[src/rtl/match_sequencer_if.sv]
// Handshake between the match sequencer and the screen-drawing engine.
// The sequencer is the master: it requests a screen and waits for done.
interface match_sequencer_if;
    logic       draw_req;
    logic [3:0] draw_sel;
    logic       draw_done;

    modport master (output draw_req, output draw_sel, input draw_done);
    modport slave  (input draw_req, input draw_sel, output draw_done);
endinterface

[src/rtl/match_sequencer.sv]
// Rock-paper-scissors style match controller (cat/dog/chicken): latches both
// choices, scores rounds, and sequences title/scenario/winner screens.
module match_sequencer #(
    parameter int unsigned WIN_SCORE = 3
) (
    input  logic              clk,
    input  logic              resetn,
    input  logic              choose,
    input  logic              cont,
    input  logic              new_game,
    input  logic [2:0]        p1_choice,
    input  logic [2:0]        p2_choice,
    match_sequencer_if.master draw,
    output logic [3:0]        p1_score,
    output logic [3:0]        p2_score,
    output logic [1:0]        winner,
    output logic              busy
);

    localparam logic [3:0] WIN = 4'(WIN_SCORE);

    typedef enum logic [3:0] {
        IDLE, TITLE, WAIT_CHOOSE, RESOLVE, DRAW_SCEN,
        CHECK, WAIT_CONT, CLEAR, DRAW_WIN, OVER
    } state_t;

    function automatic logic [1:0] choice_idx(input logic [2:0] c);
        case (c)
            3'b010:  return 2'd1;
            3'b100:  return 2'd2;
            default: return 2'd0;
        endcase
    endfunction

    // Index of the choice that beats idx: dog beats cat, chicken beats dog, cat beats chicken.
    function automatic logic [1:0] beater_of(input logic [1:0] idx);
        case (idx)
            2'd0:    return 2'd1;
            2'd1:    return 2'd2;
            default: return 2'd0;
        endcase
    endfunction

    function automatic logic is_draw_state(input state_t s);
        return (s == TITLE) || (s == DRAW_SCEN) || (s == CLEAR) || (s == DRAW_WIN);
    endfunction

    state_t     state_reg, state_next;
    logic       choose_prev_reg, cont_prev_reg, new_game_prev_reg;
    logic       pending_reg, pending_next;
    logic [1:0] p1_idx_reg, p1_idx_next, p2_idx_reg, p2_idx_next;
    logic [3:0] p1_score_reg, p1_score_next, p2_score_reg, p2_score_next;
    logic [1:0] winner_reg, winner_next;
    logic       draw_req_reg, draw_req_next;
    logic [3:0] draw_sel_reg, draw_sel_next;
    logic       busy_reg, busy_next;

    logic       choose_edge, cont_edge, ng_edge, ng_any, in_draw, clear_game;
    logic       p1_wins, p2_wins;
    logic [3:0] scenario;

    assign choose_edge = choose & ~choose_prev_reg;
    assign cont_edge   = cont & ~cont_prev_reg;
    assign ng_edge     = new_game & ~new_game_prev_reg;
    assign ng_any      = ng_edge | pending_reg;
    assign in_draw     = is_draw_state(state_reg);
    // A new game restarts at once from a quiet state, but only after the transfer in a draw state.
    assign clear_game  = in_draw ? (draw.draw_done & ng_any) : ng_edge;
    assign p1_wins     = (p1_idx_reg == beater_of(p2_idx_reg));
    assign p2_wins     = (p2_idx_reg == beater_of(p1_idx_reg));
    assign scenario    = 4'd1 + 4'd3 * {2'b00, p2_idx_reg} + {2'b00, p1_idx_reg};

    always_ff @(posedge clk or negedge resetn) begin
        if (!resetn) begin
            state_reg <= IDLE;
        end else begin
            state_reg <= state_next;
        end
    end

    always_comb begin
        state_next = state_reg;
        case (state_reg)
            IDLE:        state_next = TITLE;
            TITLE:       if (draw.draw_done) state_next = ng_any ? IDLE : WAIT_CHOOSE;
            WAIT_CHOOSE: if (ng_edge) state_next = TITLE;
                         else if (choose_edge) state_next = RESOLVE;
            RESOLVE:     state_next = ng_edge ? TITLE : DRAW_SCEN;
            DRAW_SCEN:   if (draw.draw_done) state_next = ng_any ? IDLE : CHECK;
            CHECK:       if (ng_edge) state_next = TITLE;
                         else if (p1_score_reg == WIN || p2_score_reg == WIN) state_next = DRAW_WIN;
                         else state_next = WAIT_CONT;
            WAIT_CONT:   if (ng_edge) state_next = TITLE;
                         else if (cont_edge) state_next = CLEAR;
            CLEAR:       if (draw.draw_done) state_next = ng_any ? IDLE : WAIT_CHOOSE;
            DRAW_WIN:    if (draw.draw_done) state_next = ng_any ? IDLE : OVER;
            OVER:        if (ng_edge) state_next = TITLE;
            default:     state_next = IDLE;
        endcase
    end

    always_comb begin
        pending_next  = in_draw & ~draw.draw_done & ng_any;
        p1_idx_next   = p1_idx_reg;
        p2_idx_next   = p2_idx_reg;
        p1_score_next = p1_score_reg;
        p2_score_next = p2_score_reg;
        winner_next   = winner_reg;
        draw_sel_next = draw_sel_reg;
        draw_req_next = is_draw_state(state_next);
        busy_next     = !(state_next inside {WAIT_CHOOSE, WAIT_CONT, OVER});

        if (state_reg == WAIT_CHOOSE && state_next == RESOLVE) begin
            p1_idx_next = choice_idx(p1_choice);
            p2_idx_next = choice_idx(p2_choice);
        end

        if (clear_game) begin
            p1_score_next = 4'd0;
            p2_score_next = 4'd0;
            winner_next   = 2'b00;
        end else if (state_reg == RESOLVE) begin
            if (p1_wins && p1_score_reg != WIN) p1_score_next = p1_score_reg + 4'd1;
            if (p2_wins && p2_score_reg != WIN) p2_score_next = p2_score_reg + 4'd1;
        end else if (state_reg == CHECK && state_next == DRAW_WIN) begin
            winner_next = (p1_score_reg == WIN) ? 2'b01 : 2'b10;
        end

        // The screen id is chosen only on entry so it stays put for the whole transfer.
        if (state_next != state_reg) begin
            case (state_next)
                TITLE, CLEAR: draw_sel_next = 4'd0;
                DRAW_SCEN:    draw_sel_next = scenario;
                DRAW_WIN:     draw_sel_next = (p1_score_reg == WIN) ? 4'd10 : 4'd11;
                default:      draw_sel_next = draw_sel_reg;
            endcase
        end
    end

    always_ff @(posedge clk or negedge resetn) begin
        if (!resetn) begin
            choose_prev_reg   <= 1'b1;
            cont_prev_reg     <= 1'b1;
            new_game_prev_reg <= 1'b1;
            pending_reg       <= 1'b0;
            p1_idx_reg        <= 2'd0;
            p2_idx_reg        <= 2'd0;
            p1_score_reg      <= 4'd0;
            p2_score_reg      <= 4'd0;
            winner_reg        <= 2'b00;
            draw_req_reg      <= 1'b0;
            draw_sel_reg      <= 4'd0;
            busy_reg          <= 1'b0;
        end else begin
            choose_prev_reg   <= choose;
            cont_prev_reg     <= cont;
            new_game_prev_reg <= new_game;
            pending_reg       <= pending_next;
            p1_idx_reg        <= p1_idx_next;
            p2_idx_reg        <= p2_idx_next;
            p1_score_reg      <= p1_score_next;
            p2_score_reg      <= p2_score_next;
            winner_reg        <= winner_next;
            draw_req_reg      <= draw_req_next;
            draw_sel_reg      <= draw_sel_next;
            busy_reg          <= busy_next;
        end
    end

    assign draw.draw_req = draw_req_reg;
    assign draw.draw_sel = draw_sel_reg;
    assign p1_score      = p1_score_reg;
    assign p2_score      = p2_score_reg;
    assign winner        = winner_reg;
    assign busy          = busy_reg;

endmodule

[src/flat_wrapper.sv]
// flat-port wrapper written by rule: the top's interface ports become plain ports
module match_sequencer_flat 
#(
    parameter int unsigned WIN_SCORE = 3
)
  (clk, resetn, choose, cont, new_game, p1_choice, p2_choice, p1_score, p2_score, winner, busy, draw_draw_req, draw_draw_sel, draw_draw_done);
  match_sequencer_if draw_i ();
  input  logic clk;
  input  logic resetn;
  input  logic choose;
  input  logic cont;
  input  logic new_game;
  input  logic [2:0] p1_choice;
  input  logic [2:0] p2_choice;
  output logic [3:0] p1_score;
  output logic [3:0] p2_score;
  output logic [1:0] winner;
  output logic busy;
  output wire logic [$bits(draw_i.draw_req)-1:0] draw_draw_req;
  output wire logic [$bits(draw_i.draw_sel)-1:0] draw_draw_sel;
  input wire logic [$bits(draw_i.draw_done)-1:0] draw_draw_done;
  assign draw_draw_req = draw_i.draw_req;
  assign draw_draw_sel = draw_i.draw_sel;
  assign draw_i.draw_done = draw_draw_done;
  match_sequencer #(.WIN_SCORE(WIN_SCORE)) u_core (.clk(clk), .resetn(resetn), .choose(choose), .cont(cont), .new_game(new_game), .p1_choice(p1_choice), .p2_choice(p2_choice), .draw(draw_i), .p1_score(p1_score), .p2_score(p2_score), .winner(winner), .busy(busy));
endmodule
[config.mk]
export PLATFORM = sky130hd
export DESIGN_NAME = match_sequencer_flat
export DESIGN_NICKNAME = d
export VERILOG_FILES = /design/src/rtl/match_sequencer_if.sv /design/src/rtl/match_sequencer.sv /design/src/flat_wrapper.sv
export SDC_FILE = /design/constraint.sdc
export NUM_CORES = 1
export LEC_CHECK = 0
export BUFFER_PORTS_ARGS = -buffer_cell sky130_fd_sc_hd__buf_2
export CORE_MARGIN = 4
export CORE_UTILIZATION = 51
export DETAILED_ROUTE_END_ITERATION = 6
export HOLD_SLACK_MARGIN = 0.12
export PLACE_DENSITY = 0.72
export SKIP_CTS_REPAIR_TIMING = 1
export SYNTH_ARGS = -nofsm -noshare
export SYNTH_HDL_FRONTEND = slang
export SYNTH_SLANG_ARGS = --single-unit
[constraint.sdc]
create_clock -name clk -period 2.6 [get_ports clk]
set_input_delay 0.52 -clock clk [delete_from_list [all_inputs] [get_ports clk]]
set_output_delay 0.52 -clock clk [all_outputs]
set_load 0.005 [all_outputs]
-- After elaboration in Yosys (flattened, before gate mapping)
Index checks and enable logic that the tools add are counted.
- flip-flop bits (word level): 28
- latch bits: 0
- bits in writable memories: 0
- memory bits (read-only): 0
- bits of input ports: 12
- output and inout port bits: 16
- logic and storage cells: 119
- memories: 0
- add/subtract/negate cells: 4
- multiply operators: 1
- divide/modulo/power cells: 0
- magnitude comparators: 0
- equal/unequal tests: 31
- shifts and indexed selects: 0
- multiplexer cells: 32
- bitwise gates (word level): 11
- reduce and logical (&&, ||, !) cells: 27
- operators by type and width (kind ; number):
    4-bit 2-to-1 mux ; 17
    4-bit case mux with 9 select lines ; 1
    4-bit by 3-bit equality test with 1-bit output, second input constant ; 7
    4-bit by 2-bit equality test with 1-bit output, second input constant ; 6
    4-bit equality test, second input constant ; 4
    2-bit case mux with 2 select lines ; 4
    4-bit case mux with 3 select lines ; 1
    2-bit 2-to-1 mux ; 5
    4-bit by 1-bit adder with 4-bit output, second input constant ; 2
    4-bit by 1-bit equality test with 1-bit output, second input constant ; 2
    4-bit by 2-bit inequality test with 1-bit output, second input constant ; 2
    2-bit AND reduction ; 4
    2-bit nonzero test ; 4
    1-bit logical OR ; 7
    1-bit bitwise AND ; 6
    3-bit by 2-bit equality test with 1-bit output, second input constant ; 2
    3-bit equality test, second input constant ; 2
    3-bit 2-to-1 mux ; 2
    3-bit nonzero test ; 2
    1-bit by 4-bit adder with 4-bit output, first input constant ; 1
    4-bit by 2-bit adder with 4-bit output ; 1
    2-bit by 1-bit equality test with 1-bit output, second input constant ; 2
    2-bit equality test ; 2
    1-bit logical AND ; 4
    other kinds (10) ; 16

-- Logic depth before layout (Yosys ltp)
Gate-level depths: netlist of the first run.
- word-level depth: 11
- gate-level depth with buffers: 9
- mapped depth without buffers: 8

-- Least setup slack after synthesis of the first run
No wires, ideal clock.
- kind: input port to flip-flop
- from: in new_game
- to: reg u_core.draw_sel_reg[0], in the netlist u_core.draw.draw_sel[0]
- data arrival time: 2.494 ns
- data required time: 2.475 ns
- slack: -0.019 ns
- stages on the path: 9
- cell sequence: nor2b_4 buf_6 or3_4 buf_6 o32ai_1 nor4b_1 mux2_4 o32ai_4 mux2_4
- cells in the longest elaborated chain, start to end: 9
- ends and longest elaborated chain (what ; line ; RTL):
    from (decl) ; flat_wrapper.sv:12 ; input logic new_game;
    1-bit bitwise AND * ; match_sequencer.sv:64 ; assign ng_edge = new_game & ~new_game_prev_reg;
    1-bit bitwise OR ; match_sequencer.sv:65 ; assign ng_any = ng_edge | pending_reg;
    4-bit 2-to-1 mux, or another cell as far along ; match_sequencer.sv:96 ; DRAW_WIN: if (draw.draw_done) state_next = ng_any ? IDLE : OVER;
    4-bit 2-to-1 mux (on tied branches) ; n/a ;
    4-bit case mux with 9 select lines * ; match_sequencer.sv:83 ; case (state_reg)
    4-bit by 3-bit equality test with 1-bit output or 4-bit by 1-bit equality test with 1-bit output (tied branches) ; match_sequencer.sv:131 ; case (state_next)
    2-bit OR reduction ; match_sequencer.sv:131 ;
    3-bit nonzero test (no line) ; n/a ;
    2-bit AND reduction (no line) ; n/a ;
    to (signal assigned) ; match_sequencer.sv:165 ; draw_sel_reg <= draw_sel_next;
    to (decl) ; match_sequencer.sv:55 ; logic [3:0] draw_sel_reg, draw_sel_next;
Mark *: on every way between the ends. The rest lies on a longest branch, timed or not.
A chain may end at the register's enable or synchronous reset.

-- Final worst setup path of the first run
- from: reg u_core.state_reg[0]
- to: reg u_core.draw_sel_reg[1], in the netlist u_core.draw.draw_sel[1]
- cells in the longest elaborated chain, start to end: 7
- ends and longest elaborated chain (what ; line ; RTL):
    from (decl) ; match_sequencer.sv:48 ; state_t state_reg, state_next;
    from (signal assigned) ; match_sequencer.sv:77 ; state_reg <= state_next;
    4-bit by 3-bit equality test with 1-bit output, or another cell as far along ; match_sequencer.sv:83 ;
    2-bit OR reduction (no line), or another cell as far along ; n/a ;
    4-bit case mux with 9 select lines * ; match_sequencer.sv:83 ;
    named net u_core.state_next[0] ; match_sequencer.sv:48 ;
    4-bit by 3-bit equality test with 1-bit output or 4-bit by 1-bit equality test with 1-bit output (tied branches) ; match_sequencer.sv:131 ;
    2-bit OR reduction ; match_sequencer.sv:131 ;
    3-bit nonzero test (no line) ; n/a ;
    2-bit AND reduction (no line) ; n/a ;
Mark *: on every way through the listed nets, which the timed path passes. The rest lies on a longest branch.

==> impl_results.html, run 1 <==
<table>
<tr><th>Metric</th><th>Value</th></tr>
<tr><th colspan="2">Route</th></tr>
<tr><td>Number of nets still failing antenna checks after routing</td><td>0</td></tr>
<tr><td>Total Routed Length</td><td>4.31 mm</td></tr>
<tr><td>Average vias per placed instance</td><td>5.56</td></tr>
<tr><td>Via Count</td><td>1611</td></tr>
<tr><td>Number of remaining DRC errors</td><td>0</td></tr>
<tr><td>DR WL/cell</td><td>14.9 µm</td></tr>
<tr><td>Starting DRC count in detailed routing</td><td>83</td></tr>
<tr><td>Detailed-routing iteration count for the pre-antenna-repair pass</td><td>4</td></tr>
<tr><th colspan="2">Timing</th></tr>
<tr><td>Clock Skews</td><td>0.00408 ns</td></tr>
<tr><td>Final worst-path cycle share</td><td>96.9%</td></tr>
<tr><td>Final setup vio count</td><td>0</td></tr>
<tr><td>Count of final max-slew check failures</td><td>0</td></tr>
<tr><td>Slack of the critical path</td><td>0.0797 ns</td></tr>
<tr><td>Post-route minimum period</td><td>2.52 ns</td></tr>
<tr><td>Worst slew margin relative to its limit</td><td>58.2%</td></tr>
<tr><td>Highest Clock Rate</td><td>397 MHz</td></tr>
<tr><td>Hold violation count in the final report</td><td>0</td></tr>
<tr><td>Worst-Margin Slew</td><td>0.626 ns</td></tr>
<tr><th colspan="2">Power</th></tr>
<tr><td>Ratio of total power to cell area</td><td>980 mW/mm²</td></tr>
<tr><td>Internal</td><td>1350 µW</td></tr>
<tr><td>LEAKAGE</td><td>0.00111 µW</td></tr>
<tr><td>Switching part of the total</td><td>40.4%</td></tr>
<tr><td>Clock share of power</td><td>10.7%</td></tr>
<tr><td>Combinational Power Share</td><td>61.7%</td></tr>
<tr><td>Final Total Pwr</td><td>2260 µW</td></tr>
<tr><td>Share of power burned in registers</td><td>27.6%</td></tr>
<tr><td>Reported net switching power</td><td>912 µW</td></tr>
<tr><td>IR drop worst, VDD</td><td>455 µV</td></tr>
<tr><th colspan="2">Yosys</th></tr>
<tr><td>Number of distinct library cell variants in the gate-level netlist after synthesis</td><td>55</td></tr>
<tr><td>Count leader, synth</td><td>sky130_fd_sc_hd__dfrtp_1</td></tr>
<tr><td>Proportion of netlist area held by the largest area contributor</td><td>32.7%</td></tr>
<tr><td>Yosys warning total</td><td>0</td></tr>
<tr><td>Net count after synthesis</td><td>218</td></tr>
<tr><td>Mean cell area of the mapped netlist</td><td>9.70 µm²</td></tr>
<tr><td>Largest area contributor in the netlist</td><td>sky130_fd_sc_hd__dfrtp_1</td></tr>
<tr><td>Most frequent cells after synthesis</td><td>sky130_fd_sc_hd__dfrtp_1 (25), sky130_fd_sc_hd__nor2_1 (24), sky130_fd_sc_hd__nand2_1 (23)</td></tr>
<tr><td>Top flip-flop cell by instance count after synthesis</td><td>sky130_fd_sc_hd__dfrtp_1</td></tr>
<tr><td>Number of flops mapped to enable cells by yosys</td><td>0</td></tr>
<tr><td>Sequential area share after synthesis</td><td>36.8%</td></tr>
<tr><td>Number of register bits inferred by synthesis</td><td>28</td></tr>
<tr><td>Synthesized netlist cell count</td><td>197</td></tr>
<tr><td>Cell area after technology mapping</td><td>0.00191 mm²</td></tr>
<tr><td>Post-synth ARST share</td><td>100%</td></tr>
<tr><td>Top area cells in the synthesized netlist</td><td>sky130_fd_sc_hd__dfrtp_1 (33%), sky130_fd_sc_hd__nor2_1 (4.7%), sky130_fd_sc_hd__ha_1 (4.6%)</td></tr>
<tr><th colspan="2">Floorplanning</th></tr>
<tr><td>Die height</td><td>69.2 µm</td></tr>
<tr><td>Row count</td><td>21</td></tr>
<tr><td>Placeable Area</td><td>0.00347 mm²</td></tr>
<tr><td>Die width</td><td>69.2 µm</td></tr>
<tr><td>Floorplan die area</td><td>0.00479 mm²</td></tr>
<tr><td>Number of placed I/O pins</td><td>28</td></tr>
<tr><td>Starting Density</td><td>55.1%</td></tr>
<tr><th colspan="2">Worst setup path</th></tr>
<tr><td>CP Launch Point</td><td>u_core.state_reg[0]$_DFF_PN0_</td></tr>
<tr><td>FF-to-FF setup slack</td><td>0.08 ns</td></tr>
<tr><td>Launch instance of the worst register-to-register path</td><td>u_core.state_reg[0]$_DFF_PN0_</td></tr>
<tr><td>Worst Reg-to-Reg Cells</td><td>8</td></tr>
<tr><td>Highest fanout seen on the critical path</td><td>11</td></tr>
<tr><td>Buf+Inv Stages, Crit Path</td><td>1</td></tr>
<tr><td>Levels on crit path</td><td>8</td></tr>
<tr><td>Cell with the largest stage delay on the worst path</td><td>sky130_fd_sc_hd__dfrtp_2</td></tr>
<tr><td>Kind of end point of the critical path</td><td>register</td></tr>
<tr><td>CP max stage delay</td><td>0.50 ns</td></tr>
<tr><td>Crit-path cells</td><td>nor2_1, and3_1, a221oi_2, a21boi_4, inv_2, mux2_4, o32ai_4, mux2_4</td></tr>
<tr><td>Critical Path AT</td><td>2.68 ns</td></tr>
<tr><td>Critical path class</td><td>reg -&gt; reg</td></tr>
<tr><td>Setup crit end</td><td>u_core.draw.draw_sel[1]$_DFFE_PN0P_</td></tr>
<tr><td>Worst path top cell family by delay</td><td>compound AO/OA/AOI/OAI gates</td></tr>
<tr><td>Data required time of the critical path</td><td>2.76 ns</td></tr>
<tr><td>Cell seen most often among critical-path stages</td><td>sky130_fd_sc_hd__mux2_4</td></tr>
<tr><td>Endpoint of the worst-slack reg-to-reg timing path</td><td>u_core.draw.draw_sel[1]$_DFFE_PN0P_</td></tr>
<tr><td>Type of element launching the critical path</td><td>register</td></tr>
<tr><th colspan="2">CTS</th></tr>
<tr><td>Num CTS Buffers</td><td>3</td></tr>
<tr><td>Buffer depth of the longest clock path</td><td>2</td></tr>
<tr><td>Clock slew seen by the registers of the worst setup and hold paths</td><td>0.09 ns</td></tr>
<tr><td>Root Buffer Master</td><td>sky130_fd_sc_hd__clkbuf_8</td></tr>
<tr><td>H-tree depth</td><td>1</td></tr>
<tr><td>Clk sink count</td><td>28</td></tr>
<tr><td>Insertion delay of the later-clocked pin in the worst-skew pair</td><td>0.27 ns</td></tr>
<tr><td>CTS tree</td><td>built</td></tr>
<tr><th colspan="2">Placed design</th></tr>
<tr><td>HPWL after detailed placement</td><td>3.26 mm</td></tr>
<tr><td>Routability Congestion</td><td>0.860</td></tr>
<tr><td>Worst-case setup slack after placement</td><td>-0.0336 ns</td></tr>
<tr><td>Port-buffer cells</td><td>27</td></tr>
<tr><td>Cell count after placement</td><td>282</td></tr>
<tr><th colspan="2">Layout</th></tr>
<tr><td>Fraction of layout instances using a drive strength above 1</td><td>35.2%</td></tr>
<tr><td>Filler cell count in the final layout</td><td>318</td></tr>
<tr><td>Non-filler cells, final</td><td>290</td></tr>
<tr><td>Net count reported at finish</td><td>266</td></tr>
<tr><td>Relative area change from synthesis to final layout</td><td>20.6%</td></tr>
<tr><td>Number of diodes</td><td>0</td></tr>
<tr><th colspan="2">Run</th></tr>
<tr><td>Max capacitance violation total</td><td>0</td></tr>
<tr><th colspan="2">Worst hold path</th></tr>
<tr><td>Classification of the worst-slack hold path</td><td>in -&gt; async</td></tr>
<tr><th colspan="2">Global routing</th></tr>
<tr><td>Global route overflow</td><td>0</td></tr>
<tr><td>Number of global-route vias before repair</td><td>1574</td></tr>
<tr><td>Wire length of the first global-routing pass</td><td>7.27 mm</td></tr>
<tr><td>Total global routing track utilization</td><td>18.3%</td></tr>
<tr><td>Initial antenna violation count</td><td>0</td></tr>
<tr><td>Largest net degree at the start of global routing</td><td>29</td></tr>
<tr><th colspan="2">Outcome</th></tr>
<tr><td>Outcome</td><td>finished, final reports clean</td></tr>
</table>
metrics by stage:
step / util [%] / cell area [µm²] / hold slack (ns) / TNS (ns)
after global placement: 63.4 / 2200 / 0.496 / 0
after CTS: 64.7 / 2240 / 0.275 / 0
after detailed placement: 63.4 / 2200 / 0.493 / -0.106
after floorplan: - / 1910 / 0.224 / -0.0117
final: 66.5 / 2310 / 0.253 / 0
after global routing: 66.5 / 2310 / 0.295 / -0.00303
power groups by stage:
stage                     sequential [µW]  clock (µW)  combinational [µW]
after floorplan                       609           0                 945
final                                 624         242                1390
after global placement                627           0                1290
after CTS                             625         250                1320
after global routing                  637         270                1520
after detailed placement              632           0                1320
cell type report:
| cell class | instances | area, µm² | area share [%] |
|---|---|---|---|
| Timing Repair Buffer | 52 | 323 | 14.0 |
| Inverter | 11 | 41.3 | 1.79 |
| Multi-Input combinational cell | 149 | 1130 | 49.1 |
| Sequential cell | 28 | 707 | 30.7 |
| Tap cell | 46 | 57.6 | 2.50 |
| Clock buffer | 4 | 45.0 | 1.95 |
worst register-to-register path: stages (launching register included):
cell                       delay [ns]
sky130_fd_sc_hd__dfrtp_2         0.50
sky130_fd_sc_hd__nor2_1          0.09
sky130_fd_sc_hd__and3_1          0.21
sky130_fd_sc_hd__a221oi_2        0.27
sky130_fd_sc_hd__a21boi_4        0.22
sky130_fd_sc_hd__inv_2           0.06
sky130_fd_sc_hd__mux2_4          0.31
sky130_fd_sc_hd__o32ai_4         0.40
sky130_fd_sc_hd__mux2_4          0.34
worst min path at each step:
stage / start / end / slack (ns) / depth (start not counted)
floorplan: resetn / u_core.busy$_DFF_PN0_ / 0.22 / 0
global placement: u_core.draw.draw_sel[3]$_DFFE_PN0P_ / u_core.draw.draw_sel[3]$_DFFE_PN0P_ / 0.50 / 1
detailed placement: u_core.draw.draw_sel[2]$_DFFE_PN0P_ / u_core.draw.draw_sel[2]$_DFFE_PN0P_ / 0.49 / 1
CTS: resetn / u_core.pending_reg$_DFF_PN0_ / 0.27 / 1
global route: resetn / u_core.busy$_DFF_PN0_ / 0.29 / 1
finish: resetn / u_core.busy$_DFF_PN0_ / 0.25 / 1
placed cells by master, fill, tap and decap left out, drive strengths merged, types with 3 or more instances in the layout:
cell	instances
a21oi	7
dfrtp	25
nor2	24
dfstp	3
clkbuf	4
o32a	3
nand2	23
mux2	6
inv	11
nor3	5
o21ai	9
ha	7
nand2b	8
xor2	7
o22ai	3
buf	52
o32ai	5
xnor2	3
cells by family after synthesis:
kind of cell,after synthesis,synth area share (%)
fa+ha+maj,9,6.68
compound gates,41,18.5
flops,28,36.8
mux,8,5.56
buf+inv,20,5.43
simple gates,81,22.4
xor+xnor,10,4.58
layer usage:
metal / global-route usage, % / routed length, µm
met1: 23.6 / 1840
met2: 31.7 / 2240
met3: 2.17 / 178
met4: 6.29 / 47
met5: 0 / 0
(Power assumes the default switching activity.)
==> run 2: changes to the inputs <==
Settings changed: CELL_PAD_IN_SITES_DETAIL_PLACEMENT set to 1, CELL_PAD_IN_SITES_GLOBAL_PLACEMENT set to 2, CORE_MARGIN 4 to 1, CORE_UTILIZATION 51 to 32.
==> run 2 against run 1 <==
Global-route usage is 2.1 points lower. Via count increased by 0.56%. Routed wire length up 13%. Critical endpoint is now u_core.draw.draw_sel[2]$_DFFE_PN0P_. Flip-flop and latch count did not move. Highest routed layer unchanged. Clock skew decreased by 0.0021 ns. Non-clock buffer count grew 10.
==> impl_results.html, run 2 (synthesis results as in run 1) <==
<table>
<tr><th>Metric</th><th>Value</th></tr>
<tr><th colspan="2">Global routing</th></tr>
<tr><td>Global route overflow</td><td>0 (unchanged)</td></tr>
<tr><td>Initial antenna violation count</td><td>0 (unchanged)</td></tr>
<tr><td>Number of global-route vias before repair</td><td>1689 (+7.3%)</td></tr>
<tr><td>Wire length of the first global-routing pass</td><td>8.00 mm (+10%)</td></tr>
<tr><td>Total global routing track utilization</td><td>16.2% (-2.1 points)</td></tr>
<tr><td>Largest net degree at the start of global routing</td><td>29 (unchanged)</td></tr>
<tr><th colspan="2">Timing</th></tr>
<tr><td>Highest Clock Rate</td><td>395 MHz (-0.54%)</td></tr>
<tr><td>Count of final max-slew check failures</td><td>0 (unchanged)</td></tr>
<tr><td>Clock Skews</td><td>0.00201 ns (-0.00206 ns)</td></tr>
<tr><td>Unrepaired setup endpoints after global routing</td><td>yes</td></tr>
<tr><td>Final worst-path cycle share</td><td>97.5% (+0.52 points)</td></tr>
<tr><td>Final setup vio count</td><td>0 (unchanged)</td></tr>
<tr><td>Worst-Margin Slew</td><td>0.665 ns (+0.0387 ns)</td></tr>
<tr><td>Post-route minimum period</td><td>2.53 ns (+0.0136 ns)</td></tr>
<tr><td>Hold violation count in the final report</td><td>0 (unchanged)</td></tr>
<tr><td>Final sum of negative setup slack</td><td>0 ns (unchanged)</td></tr>
<tr><td>Worst slew margin relative to its limit</td><td>55.7% (-2.6 points)</td></tr>
<tr><th colspan="2">CTS</th></tr>
<tr><td>Clk sink count</td><td>28 (unchanged)</td></tr>
<tr><td>Root Buffer Master</td><td>sky130_fd_sc_hd__clkbuf_8</td></tr>
<tr><td>Buffer depth of the longest clock path</td><td>2 (unchanged)</td></tr>
<tr><td>CTS tree</td><td>built</td></tr>
<tr><td>H-tree depth</td><td>1 (unchanged)</td></tr>
<tr><td>Insertion delay of the later-clocked pin in the worst-skew pair</td><td>0.27 ns (about the same)</td></tr>
<tr><td>Clock slew seen by the registers of the worst setup and hold paths</td><td>0.10 ns (about the same)</td></tr>
<tr><td>Num CTS Buffers</td><td>3 (unchanged)</td></tr>
<tr><th colspan="2">Route</th></tr>
<tr><td>Number of nets still failing antenna checks after routing</td><td>0 (unchanged)</td></tr>
<tr><td>Routed met3 length</td><td>116 µm (-35%)</td></tr>
<tr><td>Met2 wire len</td><td>2.43 mm (+8.3%)</td></tr>
<tr><td>Number of remaining DRC errors</td><td>0 (unchanged)</td></tr>
<tr><td>DR WL/cell</td><td>14.9 µm (+0.52%)</td></tr>
<tr><td>Via Count</td><td>1620 (+0.56%)</td></tr>
<tr><td>Average vias per placed instance</td><td>4.97 (-11%)</td></tr>
<tr><td>Met1 layer wirelength in the final routing</td><td>2.31 mm (+25%)</td></tr>
<tr><td>Highest metal layer with signal wires</td><td>met4</td></tr>
<tr><td>Starting DRC count in detailed routing</td><td>43 (-48%)</td></tr>
<tr><td>Total Routed Length</td><td>4.87 mm (+13%)</td></tr>
<tr><td>Detailed-routing iteration count for the pre-antenna-repair pass</td><td>4 (unchanged)</td></tr>
<tr><th colspan="2">Layout</th></tr>
<tr><td>Area of combinational cells with multiple inputs</td><td>0.00114 mm² (+0.55%)</td></tr>
<tr><td>Filler cell count in the final layout</td><td>671 (+110%)</td></tr>
<tr><td>Non-filler cells, final</td><td>326 (+12%)</td></tr>
<tr><td>Register area</td><td>709 µm² (+0.35%)</td></tr>
<tr><td>Fraction of layout instances using a drive strength above 1</td><td>39.4% (+4.1 points)</td></tr>
<tr><td>Net count reported at finish</td><td>276 (+3.8%)</td></tr>
<tr><td>Leading cell types in the layout, fill and taps excluded</td><td>sky130_fd_sc_hd__buf_4 (35), sky130_fd_sc_hd__buf_2 (27), sky130_fd_sc_hd__nor2_1 (24)</td></tr>
<tr><td>Leading cell type in the layout, fill and taps excluded</td><td>sky130_fd_sc_hd__buf_4</td></tr>
<tr><td>Relative area change from synthesis to final layout</td><td>26.7%</td></tr>
<tr><td>Number of diodes</td><td>0 (unchanged)</td></tr>
<tr><th colspan="2">Floorplanning</th></tr>
<tr><td>Die width</td><td>79.3 µm (+15%)</td></tr>
<tr><td>Floorplan die area</td><td>0.00629 mm² (+31%)</td></tr>
<tr><td>Row count</td><td>27 (+29%)</td></tr>
<tr><td>Die height</td><td>79.3 µm (+15%)</td></tr>
<tr><td>Placeable Area</td><td>0.00564 mm² (+63%)</td></tr>
<tr><td>Starting Density</td><td>33.9% (-21 points)</td></tr>
<tr><td>Number of placed I/O pins</td><td>28 (unchanged)</td></tr>
<tr><th colspan="2">Placed design</th></tr>
<tr><td>Cell count after placement</td><td>315 (+12%)</td></tr>
<tr><td>Port-buffer cells</td><td>27 (unchanged)</td></tr>
<tr><td>Routability Congestion</td><td>0.812 (-5.6%)</td></tr>
<tr><td>HPWL after detailed placement</td><td>3.59 mm (+10%)</td></tr>
<tr><th colspan="2">Run</th></tr>
<tr><td>Max capacitance violation total</td><td>0 (unchanged)</td></tr>
<tr><th colspan="2">Worst setup path</th></tr>
<tr><td>CP max stage delay</td><td>0.47 ns (-0.03 ns)</td></tr>
<tr><td>Data required time of the critical path</td><td>2.77 ns (about the same)</td></tr>
<tr><td>Worst path top cell family by delay</td><td>compound AO/OA/AOI/OAI gates</td></tr>
<tr><td>Crit-path cells</td><td>or2_1, o32a_1, a2bb2oi_2, nor4b_1, mux2_4, o32ai_4, mux2_4</td></tr>
<tr><td>Kind of end point of the critical path</td><td>register</td></tr>
<tr><td>Critical path class</td><td>reg -&gt; reg</td></tr>
<tr><td>Buf+Inv Stages, Crit Path</td><td>0 (-1)</td></tr>
<tr><td>Type of element launching the critical path</td><td>register</td></tr>
<tr><td>Cell seen most often among critical-path stages</td><td>sky130_fd_sc_hd__mux2_4</td></tr>
<tr><td>Critical Path AT</td><td>2.70 ns (+0.02 ns)</td></tr>
<tr><td>Highest fanout seen on the critical path</td><td>8 (-3)</td></tr>
<tr><td>Launch instance of the worst register-to-register path</td><td>u_core.state_reg[1]$_DFF_PN0_</td></tr>
<tr><td>Cell with the largest stage delay on the worst path</td><td>sky130_fd_sc_hd__dfrtp_2</td></tr>
<tr><td>CP Launch Point</td><td>u_core.state_reg[1]$_DFF_PN0_</td></tr>
<tr><th colspan="2">Outcome</th></tr>
<tr><td>Outcome</td><td>finished, final reports clean</td></tr>
<tr><th colspan="2">Power</th></tr>
<tr><td>LEAKAGE</td><td>0.00116 µW (+4.0%)</td></tr>
<tr><td>Ratio of total power to cell area</td><td>969 mW/mm² (-1.1%)</td></tr>
<tr><td>IR drop worst, VDD</td><td>316 µV (-31%)</td></tr>
<tr><th colspan="2">Worst hold path</th></tr>
<tr><td>Classification of the worst-slack hold path</td><td>in -&gt; async</td></tr>
</table>
run 2: worst paths after layout:
path	endpoint	slack (ns)	cells after the start
max	u_core.draw.draw_sel[2]$_DFFE_PN0P_	0.07	7
min	u_core.p2_idx_reg[1]$_DFFE_PN0P_	0.27	1
max reg2reg	u_core.draw.draw_sel[2]$_DFFE_PN0P_	0.07	7
min reg2reg	u_core.draw.draw_sel[3]$_DFFE_PN0P_	0.52	1
max in group asynchronous	u_core.pending_reg$_DFF_PN0_	1.86	1
min in group clk	u_core.choose_prev_reg$_DFF_PN1_	0.34	1
run 2: through the flow:
stage	utilization [%]	hold WS [ns]	worst slack, ns	total power [µW]	instance area, µm²
2_1_floorplan	-	0.224	-0.00291	1550	1910
3_3_place_gp	40.5	0.499	0.00361	1990	2280
3_5_place_dp	40.5	0.494	-0.0400	2020	2280
4_1_cts	41.3	0.290	-0.0233	2280	2330
5_1_grt	42.9	0.314	-0.0213	2520	2420
6_report	42.9	0.267	0.0661	2350	2420
run 2: layer usage:
layer,global-route usage [%],vias up
li1,-,805
met1,21.5,788
met2,28.0,25
met3,2.07,2
met4,3.27,0
met5,0,-
run 2: area by class of cell:
type | count | share of cell area, %
multi-input combinational | 149 | 47.0
sequential | 28 | 29.3
timing repair buffer | 62 | 16.4
tap | 72 | 3.72
clock buffer | 4 | 1.86
inverter | 11 | 1.70
run 2: where the power goes:
part	switching (µW)	total, µW	internal (µW)
Sequential	103	631	527
Clock	139	249	110
Combinational	705	1470	762
Total	948	2350	1400
